## src/rtl/uartio_pkg.sv

```systemverilog
// Shared definitions for the buffered CPU-facing UART port: register map,
// STATUS/CONTROL bit positions and the RX threshold helper.
package uartio_pkg;

    // Byte-wide register window addressed by AD[2:0]
    typedef enum logic [2:0] {
        ADDR_DATA   = 3'd0,
        ADDR_STATUS = 3'd1,
        ADDR_PRE_HI = 3'd2,
        ADDR_PRE_LO = 3'd3,
        ADDR_RX_LVL = 3'd4,
        ADDR_TX_LVL = 3'd5,
        ADDR_RX_THR = 3'd6,
        ADDR_CTRL   = 3'd7
    } reg_addr_e;

    // STATUS bit positions
    localparam int ST_RRD = 0;
    localparam int ST_ROE = 1;
    localparam int ST_RFE = 2;
    localparam int ST_TNF = 3;
    localparam int ST_RIE = 4;
    localparam int ST_TIE = 5;
    localparam int ST_RIQ = 6;
    localparam int ST_TIQ = 7;

    // CONTROL write bit positions
    localparam int CT_FLUSH_RX = 0;
    localparam int CT_FLUSH_TX = 1;
    localparam int CT_CLR_ERR  = 2;
    localparam int CT_LBK      = 3;

    // STATUS byte layout, MSB first
    typedef struct packed {
        logic tiq;
        logic riq;
        logic tie;
        logic rie;
        logic tnf;
        logic rfe;
        logic roe;
        logic rrd;
    } status_t;

    // A programmed threshold of zero behaves like one
    function automatic logic [7:0] eff_threshold(input logic [7:0] thr);
        return (thr == 8'd0) ? 8'd1 : thr;
    endfunction

endpackage

```

## src/rtl/uart_fifo.sv

```systemverilog
// Synchronous FIFO with push/pop/flush, full/empty flags and an occupancy
// counter one bit wider than the pointers so that full reads DEPTH.
module uart_fifo #(
    parameter int DEPTH = 16,
    parameter int WIDTH = 8
) (
    input  logic                   clk,
    input  logic                   rst,
    input  logic                   push,
    input  logic [WIDTH-1:0]       push_data,
    input  logic                   pop,
    input  logic                   flush,
    output logic [WIDTH-1:0]       head,
    output logic                   full,
    output logic                   empty,
    output logic [$clog2(DEPTH):0] level
);
    localparam int AW = $clog2(DEPTH);
    localparam logic [AW:0]   FULL_LVL = (AW+1)'(DEPTH);
    localparam logic [AW-1:0] PTR_ONE  = AW'(1);
    localparam logic [AW:0]   LVL_ONE  = (AW+1)'(1);

    logic [WIDTH-1:0] mem [DEPTH];
    logic [AW-1:0]    rd_ptr_reg;
    logic [AW-1:0]    wr_ptr_reg;
    logic [AW:0]      level_reg;
    logic             do_push;
    logic             do_pop;

    assign empty   = (level_reg == '0);
    assign full    = (level_reg == FULL_LVL);
    assign level   = level_reg;
    assign head    = mem[rd_ptr_reg];
    assign do_pop  = pop & ~empty;
    // A push into a full FIFO only lands when the head leaves in the same cycle
    assign do_push = push & (~full | do_pop);

    // Storage write; no reset so the array maps onto RAM
    always_ff @(posedge clk) begin
        if (do_push && !flush) begin
            mem[wr_ptr_reg] <= push_data;
        end
    end

    // Pointers and level; flush overrides any same-cycle push or pop
    always_ff @(posedge clk) begin
        if (rst || flush) begin
            rd_ptr_reg <= '0;
            wr_ptr_reg <= '0;
            level_reg  <= '0;
        end else begin
            if (do_push) wr_ptr_reg <= wr_ptr_reg + PTR_ONE;
            if (do_pop)  rd_ptr_reg <= rd_ptr_reg + PTR_ONE;
            if (do_push && !do_pop)      level_reg <= level_reg + LVL_ONE;
            else if (do_pop && !do_push) level_reg <= level_reg - LVL_ONE;
        end
    end

endmodule

```

## src/rtl/uart_rx.sv

```systemverilog
// AXI-stream UART receiver: 8N1, samples each bit mid-period, bit time =
// prescale*8 clocks. Overrun and frame errors are single-cycle pulses.
module uart_rx #(
    parameter int DATA_WIDTH = 8
) (
    input  logic                  clk,
    input  logic                  rst,
    output logic [DATA_WIDTH-1:0] m_axis_tdata,
    output logic                  m_axis_tvalid,
    input  logic                  m_axis_tready,
    input  logic                  rxd,
    output logic                  overrun_error,
    output logic                  frame_error,
    input  logic [15:0]           prescale
);
    localparam int BW = $clog2(DATA_WIDTH + 3);
    localparam logic [BW-1:0] START_BIT = BW'(DATA_WIDTH + 2);

    logic                  rxd_reg;
    logic [18:0]           cnt_reg;
    logic [BW-1:0]         bits_reg;
    logic [DATA_WIDTH-1:0] data_reg;
    logic [DATA_WIDTH-1:0] tdata_reg;
    logic                  tvalid_reg;
    logic                  ovr_reg;
    logic                  ferr_reg;
    logic [18:0]           period_m1;
    logic [18:0]           half_m1;

    assign period_m1     = (prescale == 16'd0) ? 19'd0 : ({prescale, 3'b000} - 19'd1);
    assign half_m1       = (prescale == 16'd0) ? 19'd0 : ({1'b0, prescale, 2'b00} - 19'd1);
    assign m_axis_tdata  = tdata_reg;
    assign m_axis_tvalid = tvalid_reg;
    assign overrun_error = ovr_reg;
    assign frame_error   = ferr_reg;

    // Start detect, mid-bit sampling, stop check and output handshake
    always_ff @(posedge clk) begin
        if (rst) begin
            rxd_reg    <= 1'b1;
            cnt_reg    <= '0;
            bits_reg   <= '0;
            data_reg   <= '0;
            tdata_reg  <= '0;
            tvalid_reg <= 1'b0;
            ovr_reg    <= 1'b0;
            ferr_reg   <= 1'b0;
        end else begin
            rxd_reg  <= rxd;
            ovr_reg  <= 1'b0;
            ferr_reg <= 1'b0;
            if (tvalid_reg && m_axis_tready) tvalid_reg <= 1'b0;
            if (bits_reg == '0) begin
                if (!rxd_reg) begin
                    cnt_reg  <= half_m1;
                    bits_reg <= START_BIT;
                end
            end else if (cnt_reg != 19'd0) begin
                cnt_reg <= cnt_reg - 19'd1;
            end else begin
                cnt_reg  <= period_m1;
                bits_reg <= bits_reg - BW'(1);
                if (bits_reg == START_BIT) begin
                    // Line went back high mid start bit: treat as glitch
                    if (rxd_reg) bits_reg <= '0;
                end else if (bits_reg == BW'(1)) begin
                    if (rxd_reg) begin
                        tdata_reg  <= data_reg;
                        tvalid_reg <= 1'b1;
                        ovr_reg    <= tvalid_reg & ~m_axis_tready;
                    end else begin
                        ferr_reg <= 1'b1;
                    end
                end else begin
                    data_reg <= {rxd_reg, data_reg[DATA_WIDTH-1:1]};
                end
            end
        end
    end

endmodule

```

## src/rtl/uart_tx.sv

```systemverilog
// AXI-stream UART transmitter: 8N1, bit time = prescale*8 clocks, idle high.
module uart_tx #(
    parameter int DATA_WIDTH = 8
) (
    input  logic                  clk,
    input  logic                  rst,
    input  logic [DATA_WIDTH-1:0] s_axis_tdata,
    input  logic                  s_axis_tvalid,
    output logic                  s_axis_tready,
    output logic                  txd,
    output logic                  busy,
    input  logic [15:0]           prescale
);
    localparam int BW = $clog2(DATA_WIDTH + 2);

    logic [DATA_WIDTH:0] shift_reg;
    logic [18:0]         cnt_reg;
    logic [BW-1:0]       bits_reg;
    logic                busy_reg;
    logic                txd_reg;
    logic [18:0]         period_m1;

    assign period_m1     = (prescale == 16'd0) ? 19'd0 : ({prescale, 3'b000} - 19'd1);
    assign s_axis_tready = ~busy_reg;
    assign busy          = busy_reg;
    assign txd           = txd_reg;

    // Load a byte when idle, then shift start, data LSB first and stop bit
    always_ff @(posedge clk) begin
        if (rst) begin
            shift_reg <= '0;
            cnt_reg   <= '0;
            bits_reg  <= '0;
            busy_reg  <= 1'b0;
            txd_reg   <= 1'b1;
        end else if (!busy_reg) begin
            if (s_axis_tvalid) begin
                shift_reg <= {1'b1, s_axis_tdata};
                txd_reg   <= 1'b0;
                cnt_reg   <= period_m1;
                bits_reg  <= BW'(DATA_WIDTH + 1);
                busy_reg  <= 1'b1;
            end
        end else if (cnt_reg != 19'd0) begin
            cnt_reg <= cnt_reg - 19'd1;
        end else if (bits_reg != '0) begin
            txd_reg   <= shift_reg[0];
            shift_reg <= {1'b1, shift_reg[DATA_WIDTH:1]};
            bits_reg  <= bits_reg - BW'(1);
            cnt_reg   <= period_m1;
        end else begin
            busy_reg <= 1'b0;
        end
    end

endmodule

```

## src/rtl/uartio_fifo.sv

```systemverilog
// Buffered CPU-facing UART port: byte register window over RX/TX FIFOs,
// programmable RX threshold interrupt, sticky errors, flush and loopback.
module uartio_fifo
    import uartio_pkg::*;
#(
    parameter int          RX_DEPTH       = 16,
    parameter int          TX_DEPTH       = 16,
    parameter logic [15:0] PRESCALE_RESET = 16'h0000
) (
    input  logic       clk,
    input  logic       rst,
    input  logic [2:0] AD,
    input  logic [7:0] DI,
    output logic [7:0] DO,
    input  logic       rw,
    input  logic       cs,
    output logic       irq,
    input  logic       rxd,
    output logic       txd
);
    localparam int RX_LW = $clog2(RX_DEPTH) + 1;
    localparam int TX_LW = $clog2(TX_DEPTH) + 1;

    logic [15:0]      prescale_reg;
    logic [7:0]       thr_reg;
    logic             tie_reg, rie_reg, lbk_reg;
    logic             rfe_reg, roe_reg, toe_reg;
    logic [7:0]       do_reg;
    logic [7:0]       rd_mux;

    logic             rd_en, wr_en, rd_data, wr_data, wr_ctrl;
    logic             flush_rx, flush_tx;

    logic [7:0]       rx_tdata, rx_head, tx_head;
    logic             rx_tvalid, rx_ovr, rx_ferr;
    logic             rx_full, rx_empty, rx_pop, rx_drop;
    logic [RX_LW-1:0] rx_level;
    logic             tx_full, tx_empty, tx_pop, tx_drop;
    logic             tx_tvalid, tx_tready, tx_busy, tx_line, rx_line;
    logic [TX_LW-1:0] tx_level;
    logic             riq, tiq;
    status_t          status;

    // Bus decode
    assign rd_en    = cs & rw;
    assign wr_en    = cs & ~rw;
    assign rd_data  = rd_en & (AD == ADDR_DATA);
    assign wr_data  = wr_en & (AD == ADDR_DATA);
    assign wr_ctrl  = wr_en & (AD == ADDR_CTRL);
    assign flush_rx = wr_ctrl & DI[CT_FLUSH_RX];
    assign flush_tx = wr_ctrl & DI[CT_FLUSH_TX];

    // RX side: reading an empty FIFO pops nothing; bytes that find no room are dropped
    assign rx_pop  = rd_data & ~rx_empty;
    assign rx_drop = rx_tvalid & rx_full & ~rx_pop;

    // TX side: the engine does not take a byte in a cycle that flushes the FIFO
    assign tx_tvalid = ~tx_empty & ~flush_tx;
    assign tx_pop    = tx_tvalid & tx_tready;
    assign tx_drop   = wr_data & tx_full & ~tx_pop;

    // Loopback feeds our own serial line to the receiver and parks txd high
    assign rx_line = lbk_reg ? tx_line : rxd;
    assign txd     = rst | lbk_reg | tx_line;

    // Interrupts are live conditions on registered state
    assign riq    = rie_reg & (8'(rx_level) >= eff_threshold(thr_reg));
    assign tiq    = tie_reg & tx_empty & ~tx_busy;
    assign irq    = riq | tiq;
    assign status = {tiq, riq, tie_reg, rie_reg, ~tx_full, rfe_reg, roe_reg, ~rx_empty};
    assign DO     = do_reg;

    uart_fifo #(.DEPTH(RX_DEPTH), .WIDTH(8)) u_rx_fifo (
        .clk       (clk),
        .rst       (rst),
        .push      (rx_tvalid),
        .push_data (rx_tdata),
        .pop       (rx_pop),
        .flush     (flush_rx),
        .head      (rx_head),
        .full      (rx_full),
        .empty     (rx_empty),
        .level     (rx_level)
    );

    uart_fifo #(.DEPTH(TX_DEPTH), .WIDTH(8)) u_tx_fifo (
        .clk       (clk),
        .rst       (rst),
        .push      (wr_data),
        .push_data (DI),
        .pop       (tx_pop),
        .flush     (flush_tx),
        .head      (tx_head),
        .full      (tx_full),
        .empty     (tx_empty),
        .level     (tx_level)
    );

    uart_rx #(.DATA_WIDTH(8)) u_uart_rx (
        .clk           (clk),
        .rst           (rst),
        .m_axis_tdata  (rx_tdata),
        .m_axis_tvalid (rx_tvalid),
        .m_axis_tready (1'b1),
        .rxd           (rx_line),
        .overrun_error (rx_ovr),
        .frame_error   (rx_ferr),
        .prescale      (prescale_reg)
    );

    uart_tx #(.DATA_WIDTH(8)) u_uart_tx (
        .clk           (clk),
        .rst           (rst),
        .s_axis_tdata  (tx_head),
        .s_axis_tvalid (tx_tvalid),
        .s_axis_tready (tx_tready),
        .txd           (tx_line),
        .busy          (tx_busy),
        .prescale      (prescale_reg)
    );

    // Configuration registers written from the bus
    always_ff @(posedge clk) begin
        if (rst) begin
            prescale_reg <= PRESCALE_RESET;
            thr_reg      <= 8'd1;
            tie_reg      <= 1'b0;
            rie_reg      <= 1'b0;
            lbk_reg      <= 1'b0;
        end else if (wr_en) begin
            case (AD)
                ADDR_STATUS: begin
                    tie_reg <= DI[ST_TIE];
                    rie_reg <= DI[ST_RIE];
                end
                ADDR_PRE_HI: prescale_reg[15:8] <= DI;
                ADDR_PRE_LO: prescale_reg[7:0]  <= DI;
                ADDR_RX_THR: thr_reg            <= DI;
                ADDR_CTRL:   lbk_reg            <= DI[CT_LBK];
                default:     ;
            endcase
        end
    end

    // Sticky error flags; a new event in the clearing cycle is kept
    always_ff @(posedge clk) begin
        if (rst) begin
            rfe_reg <= 1'b0;
            roe_reg <= 1'b0;
            toe_reg <= 1'b0;
        end else begin
            if (wr_ctrl && DI[CT_CLR_ERR]) begin
                rfe_reg <= 1'b0;
                roe_reg <= 1'b0;
                toe_reg <= 1'b0;
            end
            if (rx_drop || rx_ovr) roe_reg <= 1'b1;
            if (rx_ferr)           rfe_reg <= 1'b1;
            if (tx_drop)           toe_reg <= 1'b1;
        end
    end

    // Read data selection
    always_comb begin
        rd_mux = 8'h00;
        case (AD)
            ADDR_DATA:   rd_mux = rx_empty ? 8'h00 : rx_head;
            ADDR_STATUS: rd_mux = status;
            ADDR_PRE_HI: rd_mux = prescale_reg[15:8];
            ADDR_PRE_LO: rd_mux = prescale_reg[7:0];
            ADDR_RX_LVL: rd_mux = 8'(rx_level);
            ADDR_TX_LVL: rd_mux = 8'(tx_level);
            ADDR_RX_THR: rd_mux = thr_reg;
            ADDR_CTRL:   rd_mux = {4'b0000, lbk_reg, 2'b00, toe_reg};
            default:     rd_mux = 8'h00;
        endcase
    end

    // Registered read port; DO holds between reads
    always_ff @(posedge clk) begin
        if (rst) begin
            do_reg <= 8'h00;
        end else if (rd_en) begin
            do_reg <= rd_mux;
        end
    end

endmodule
```

## config.mk

```make
export PLATFORM = sky130hd
export DESIGN_NAME = uartio_fifo
export DESIGN_NICKNAME = d
export VERILOG_FILES = /design/src/rtl/uartio_pkg.sv /design/src/rtl/uart_fifo.sv /design/src/rtl/uart_rx.sv /design/src/rtl/uart_tx.sv /design/src/rtl/uartio_fifo.sv
export SDC_FILE = /design/constraint.sdc
export NUM_CORES = 1
export LEC_CHECK = 0
export ABC_CLOCK_PERIOD_IN_PS = 5020
export CAP_MARGIN = 20
export CORE_MARGIN = 2
export CORE_UTILIZATION = 52
export DETAILED_ROUTE_END_ITERATION = 16
export GPL_TIMING_DRIVEN = 0
export PLACE_DENSITY = 0.72
export RECOVER_POWER = 25
export SETUP_SLACK_MARGIN = 0.02
export SYNTH_ARGS = -nofsm -noshare
export SYNTH_HDL_FRONTEND = slang
export SYNTH_SLANG_ARGS = --single-unit
```

## constraint.sdc

```tcl
create_clock -name clk -period 5.02 [get_ports clk]
set_input_delay 1.506 -clock clk [delete_from_list [all_inputs] [get_ports clk]]
set_output_delay 1.506 -clock clk [all_outputs]
set_load 0.1 [all_outputs]
```

After elaboration in Yosys (flattened, before gate mapping):

Memory sizes are Yosys's and may differ from the RTL's. A register that Yosys moved wholly into a read port is not among the register bits.
Cells that the tools add are included.

* reductions and logical operators: 41
* mux-type cells: 52
* order comparisons: 1
* bitwise gates (word level): 39
* equality and inequality tests: 16
* add/sub/neg operators: 14

Operators by type and width (count)
* two-way mux 19 bit: 9
* one-hot mux 8 bit (8 select lines): 1
* subtractor 19 x 1 -> 19 bit, second input constant: 3
* two-way mux 4 bit: 13
* nonzero test 19 bit: 2
* two-way mux 9 bit: 4
* bitwise AND 1 bit: 21
* two-way mux 5 bit: 4
* two-way mux 1 bit: 19
* subtractor 18 x 1 -> 19 bit, second input constant: 1
* adder 4 x 1 -> 4 bit, second input constant: 4
* zero test 16 bit: 1
* two-way mux 8 bit: 2
* AND reduction 2 bit: 7
* inverter 1 bit: 13
* equality test 3 bit, second input constant: 4
* nonzero test 2 bit: 6
* adder 5 x 1 -> 5 bit, second input constant: 2
* equality test 5 bit, second input constant: 2
* zero test 5 bit: 2
* subtractor 5 x 1 -> 5 bit, second input constant: 2
* greater-or-equal comparator 5 x 8 -> 1 bit: 1
* zero test 8 bit: 1
* subtractor 4 x 1 -> 4 bit, second input constant: 2
* other kinds (18): 37

* memories: 2
* RAM bits: 256
* input bits: 16
* flip-flop bits (word level): 140

Memories
* u_rx_fifo.mem: words 16, width 8, rd ports 1, clocked after Yosys merged registers in 1, wr ports 1, RTL line uart_fifo.sv:23 `logic [WIDTH-1:0] mem [DEPTH];`
* u_tx_fifo.mem: words 16, width 8, rd ports 1, clocked after Yosys merged registers in 1, wr ports 1, RTL line uart_fifo.sv:23

Depth between registers and ports, before layout:

* word-level depth: 14
* mapped depth: 15
* mapped depth without buffers: 13

Modules after synthesis:

A second synthesis with hierarchy kept.

* cells, all modules: 1493
* area total of the unflattened synthesis: 18599.1 µm²

By module, submodules not included
* uart_fifo at u_tx_fifo: sequential area each 4184.0 µm², cells each 309, instances 1, area an instance 5778.0 µm²
* uart_fifo at u_rx_fifo: sequential area each 4184.0 µm², cells each 316, instances 1, area an instance 5771.8 µm²
* uart_rx: sequential area each 860.8 µm², cells each 352, instances 1, area an instance 2829.0 µm²
* uart_tx: sequential area each 680.7 µm², cells each 267, instances 1, area an instance 2144.6 µm²
* uartio_fifo: sequential area each 760.7 µm², cells each 249, instances 1, area an instance 2075.7 µm²

Worst setup path before layout:

No wires, ideal clock.

* kind: in2reg
* start: in AD[0]
* end: reg u_tx_fifo.level_reg[4], in the netlist u_tx_fifo.level[4]
* setup time: 72 ps
* data arrival time: 4383 ps
* buffers on the path: 2
* cell stages on the path: 14
* required time: 4948 ps
* path slack: 565 ps
* path through: clkbuf_1 -> nand3_1 -> o221a_2 -> clkbuf_1 -> inv_1 -> a31oi_1 -> ha_1 -> inv_1 -> fa_1 -> a21o_1 -> a21oi_1 -> xnor2_1 -> or3_1 -> a21oi_1

* longest elaborated chain between the ends: 12

RTL lines
* from (decl): RTL line uartio_fifo.sv:12 `input logic [2:0] AD,`
* equality test 3 bit: RTL line uartio_fifo.sv:49 `assign wr_ctrl = wr_en & (AD == ADDR_CTRL);`
* bitwise AND 1 bit: RTL line uartio_fifo.sv:49
* bitwise AND 1 bit: RTL line uartio_fifo.sv:51 `assign flush_tx = wr_ctrl & DI[CT_FLUSH_TX];`
* inverter 1 bit: RTL line uartio_fifo.sv:58 `assign tx_tvalid = ~tx_empty & ~flush_tx;`
* bitwise AND 1 bit: RTL line uartio_fifo.sv:58
* bitwise AND 1 bit: RTL line uartio_fifo.sv:59 `assign tx_pop = tx_tvalid & tx_tready;`
* bitwise AND 1 bit: RTL line uart_fifo.sv:34 `assign do_pop = pop & ~empty;`
* OR 1 bit: RTL line uart_fifo.sv:36 `assign do_push = push & (~full | do_pop);`
* bitwise AND 1 bit: RTL line uart_fifo.sv:36
* zero test 1 bit: RTL line uart_fifo.sv:55 `else if (do_pop && !do_push) level_reg <= level_reg - LVL_ONE;`
* logical AND 1 bit: RTL line uart_fifo.sv:55
* nonzero test 2 bit (no line)
* to (signal assigned): RTL line uart_fifo.sv:54 `if (do_push && !do_pop) level_reg <= level_reg + LVL_ONE;`
* to (signal assigned): RTL line uart_fifo.sv:55
* to (decl): RTL line uart_fifo.sv:26 `logic [AW:0] level_reg;`

Parallel ways exist; a longest one is shown, timed or not.
A chain may end at the register's enable or synchronous reset.

Worst setup path in the final report:

* start: in AD[1]
* end: reg u_rx_fifo.level_reg[4], in the netlist u_rx_fifo.level[4]

* longest elaborated chain between the ends: 9

RTL lines
* zero test 3 bit *: RTL line uartio_fifo.sv:47 `assign rd_data = rd_en & (AD == ADDR_DATA);`
* bitwise AND 1 bit *: RTL line uartio_fifo.sv:47
* bitwise AND 1 bit *: RTL line uartio_fifo.sv:54 `assign rx_pop = rd_data & ~rx_empty;`
* bitwise AND 1 bit *: RTL line uart_fifo.sv:34
* OR 1 bit *: RTL line uart_fifo.sv:36
* bitwise AND 1 bit *: RTL line uart_fifo.sv:36
* net u_rx_fifo.do_push: RTL line uart_fifo.sv:27 `logic do_push;`
* zero test 1 bit: RTL line uart_fifo.sv:55
* logical AND 1 bit: RTL line uart_fifo.sv:55
* nonzero test 2 bit (no line)
* to (signal assigned): RTL line uart_fifo.sv:54
* to (signal assigned): RTL line uart_fifo.sv:55
* to (decl): RTL line uart_fifo.sv:26

Mark *: on every way through the listed nets, which the timed path passes. The rest lies on a longest branch.

==> results.json <==
{
  "outcome": "finished clean",
  "num_vias": 11800,
  "cp_max_fo": 10,
  "synth_compound_area_share_pct": 9.41,
  "rsz0062_at_grt": "no",
  "ir_worst_vdd_v": 0.000303,
  "synthAdderAreaFrac_pct": 2.34,
  "die_w_um": 189,
  "final_antenna_net_count": 0,
  "cts.sink_count": 404,
  "htreeDepth": 2,
  "syn2layout_area_growth_pct": 12.1,
  "setup_viol": 0,
  "netSwitchingPower_mw": 3.03,
  "grt_usage_pct": 23.9,
  "largestRegisters": "u_rx_fifo.mem (128), u_tx_fifo.mem (128)",
  "tightest_slew_ns": 1.11,
  "yosys_warnings": 0,
  "maxSlewViolCount": 0,
  "final_common_cell": "edfxtp_1",
  "syn-instance-count": 1401,
  "hold_class": "reg -> reg",
  "ys.flop_type": "edfxtp_1",
  "utilization_pct": 59.2,
  "start_kind": "input port",
  "p_int_mw": 6.44,
  "clkPwrFrac_pct": 31.9,
  "finalPower_mw": 9.47,
  "worstPathRequired_ns": 5.44,
  "hold_viol": 0,
  "end_kind": "flop",
  "post-route-min-period_ns": 4.82,
  "hpwl_um": 28900,
  "gp_congestion": 0.889,
  "cp.arrival_ns": 5.23,
  "n_antenna_cell": 0,
  "synthTopCellsByArea": "edfxtp_1 (43%), dfxtp_1 (17%), mux4_2 (9.0%), nor2_1 (3.3%), mux2i_1 (3.3%)",
  "overflow": 0,
  "setup_tns_ns": 0,
  "synth_xor_area_share_pct": 1.93,
  "p_comb_share_pct": 27.1,
  "avgSynthCellArea_sq_um": 12.7,
  "drive_gt1_share_pct": 11.0,
  "pin_count": 26,
  "grt_max_degree": 22,
  "power_density_mw_per_mm2": 477,
  "drtPass1Iterations": 5,
  "route.detailed.drc": 0,
  "die_h_um": 189,
  "path_class": "in -> reg",
  "yosys.area.top_type": "edfxtp_1",
  "fp.coreArea_sq_mm": 0.0335,
  "async_reset_ff_share_pct": 0,
  "first_global_vias": 11800,
  "fin_worst_skew_ns": 0.0231,
  "fmax_mhz": 208,
  "drt-total-wl_um": 41900,
  "yosysSeqAreaShare_pct": 60.1,
  "via_per_inst": 6.07,
  "final_cell_mix": "edfxtp_1 (256), nor2_1 (158), dfxtp_1 (148)",
  "grt_pass1_wl_um": 65800,
  "synth_top_family_by_area": "multiplexers",
  "cts_made_buffers": 41,
  "rows": 67,
  "synth_edf_count": 256,
  "wl_per_cell_um": 21.5,
  "synth_cell_types": 69,
  "root_buffer": "clkbuf_16",
  "ys_seq_elements": 404,
  "synthesis.area_sq_mm": 0.0177,
  "synth_top_area_share_pct": 43.4,
  "syn_nets": 1449,
  "clkLatencyLatePin_ns": 0.55,
  "cap_violations": 0,
  "grt_antenna_before_repair": 0,
  "power_frac_seq_pct": 41.1,
  "cts_tree": "yes",
  "drtIter0Drc": 1051,
  "die_area_sq_mm": 0.0356,
  "whs_ns": 0.448,
  "p_sw_share_pct": 32.0,
  "yosys.area_share.simple_pct": 10.8,
  "cts_hold_buf": 0,
  "clk_pin_slew_worst_paths_ns": 0.06,
  "clk_path_buf_depth": 3,
  "synthMuxAreaShare_pct": 12.9,
  "finalCritPeriodShare_pct": 95.9,
  "power.leakage_nw": 6.81,
  "initial_core_util_pct": 52.9,
  "maxSlewHeadroom_pct": 25.3,
  "nets": 1517,
  "port_buffers": 22
}
==> logic make-up (layout without fill, tap and decap cells) <==
group	after synthesis	count (layout)
AOI/OAI and AO/OA	271	271
xor gates and xnor gates	39	39
adders and majority gates	32	32
buffers and inverters	118	218
DFF	404	404
muxes	138	138
and+or+nand+nor	399	399
==> Yosys cell counts, drive strengths merged (4+ instances only) <==
cell,count
edfxtp,256
nor2,158
dfxtp,148
a21oi,98
nand2,79
mux4,71
o21ai,67
clkbuf,61
mux2i,58
inv,38
nor3,31
ha,30
xor2,25
nand3,23
nor4,21
buf,19
nor2b,19
a31oi,15
a211oi,14
xnor2,14
and2,12
or4,11
or3,10
a221oi,9
mux2,9
nand4,9
o211ai,9
nand2b,8
a21o,6
a22oi,6
o21a,6
o22ai,6
o32ai,6
and3,5
a211o,4
==> per-stage QoR <==
stage / std cells / area (sq um) / setup WS (ns)
3_3_place_gp: 1871 / 18500 / -0.889
2_1_floorplan: 1401 / 17700 / 0.565
3_5_place_dp: 1875 / 18500 / -0.919
6_report: 1949 / 19900 / 0.205
5_1_grt: 1949 / 19900 / 0.0476
4_1_cts: 1950 / 19900 / 0.0567
==> final timing paths <==
| path | from | endpoint | slack (ns) | depth (start not counted) |
|---|---|---|---|---|
| hold / removal | u_uart_rx.frame_error | rfe_reg | 0.45 | 2 |
| setup reg to reg | u_tx_fifo.level[0] | u_tx_fifo.level[4] | 1.37 | 12 |
| hold reg to reg | u_uart_rx.frame_error | rfe_reg | 0.45 | 2 |
| setup / recovery | AD[1] | u_rx_fifo.level[4] | 0.20 | 14 |
==> metal layers <==
layer	wire, um	GRT usage (%)	vias to the layer above
met3	2940	4.32	96
li1	-	-	5423
met5	0	0	-
met1	17800	32.7	5864
met4	1350	8.47	0
met2	19800	38.4	438
==> cell type report <==
cell class / count / area [sq um]
fill: 2649 / 13700
sequential: 404 / 10700
multi-input combinational: 879 / 6620
clock buffer: 62 / 1200
tap: 448 / 561
buffer: 79 / 319
timing repair buffer: 26 / 234
clock inverter: 13 / 143
inverter: 38 / 143
==> power by group through the flow <==
| stage | registers [mW] | clock network [mW] | logic [mW] |
|---|---|---|---|
| 6_report | 3.89 | 3.02 | 2.56 |
| 4_1_cts | 3.88 | 3.04 | 2.54 |
| 2_1_floorplan | 3.93 | 0 | 1.92 |
| 3_3_place_gp | 3.95 | 0 | 2.48 |
| 3_5_place_dp | 3.95 | 0 | 2.52 |
| 5_1_grt | 3.92 | 3.18 | 2.86 |
==> what timing repair did <==
item | CTS | global route
cloned | 0 | 0
buffers inserted | 0 | 0
setup endpoints to repair | 4 | 2
hold endpoints to repair | 0 | 0
resized for setup | 2 | 3
==> critical path, cell delays in order <==
cell             delay [ns]
clkdlybuf4s50_1        0.48
clkbuf_1               0.28
nor3_1                 0.45
nand2_1                0.13
a31oi_1                0.79
ha_1                   0.31
inv_1                  0.11
fa_1                   0.42
a21o_1                 0.18
a21oi_1                0.17
xnor2_1                0.13
nor2_1                 0.07
xnor2_1                0.14
nor2_1                 0.05
No activity file was read; power rests on OpenSTA's default activity.
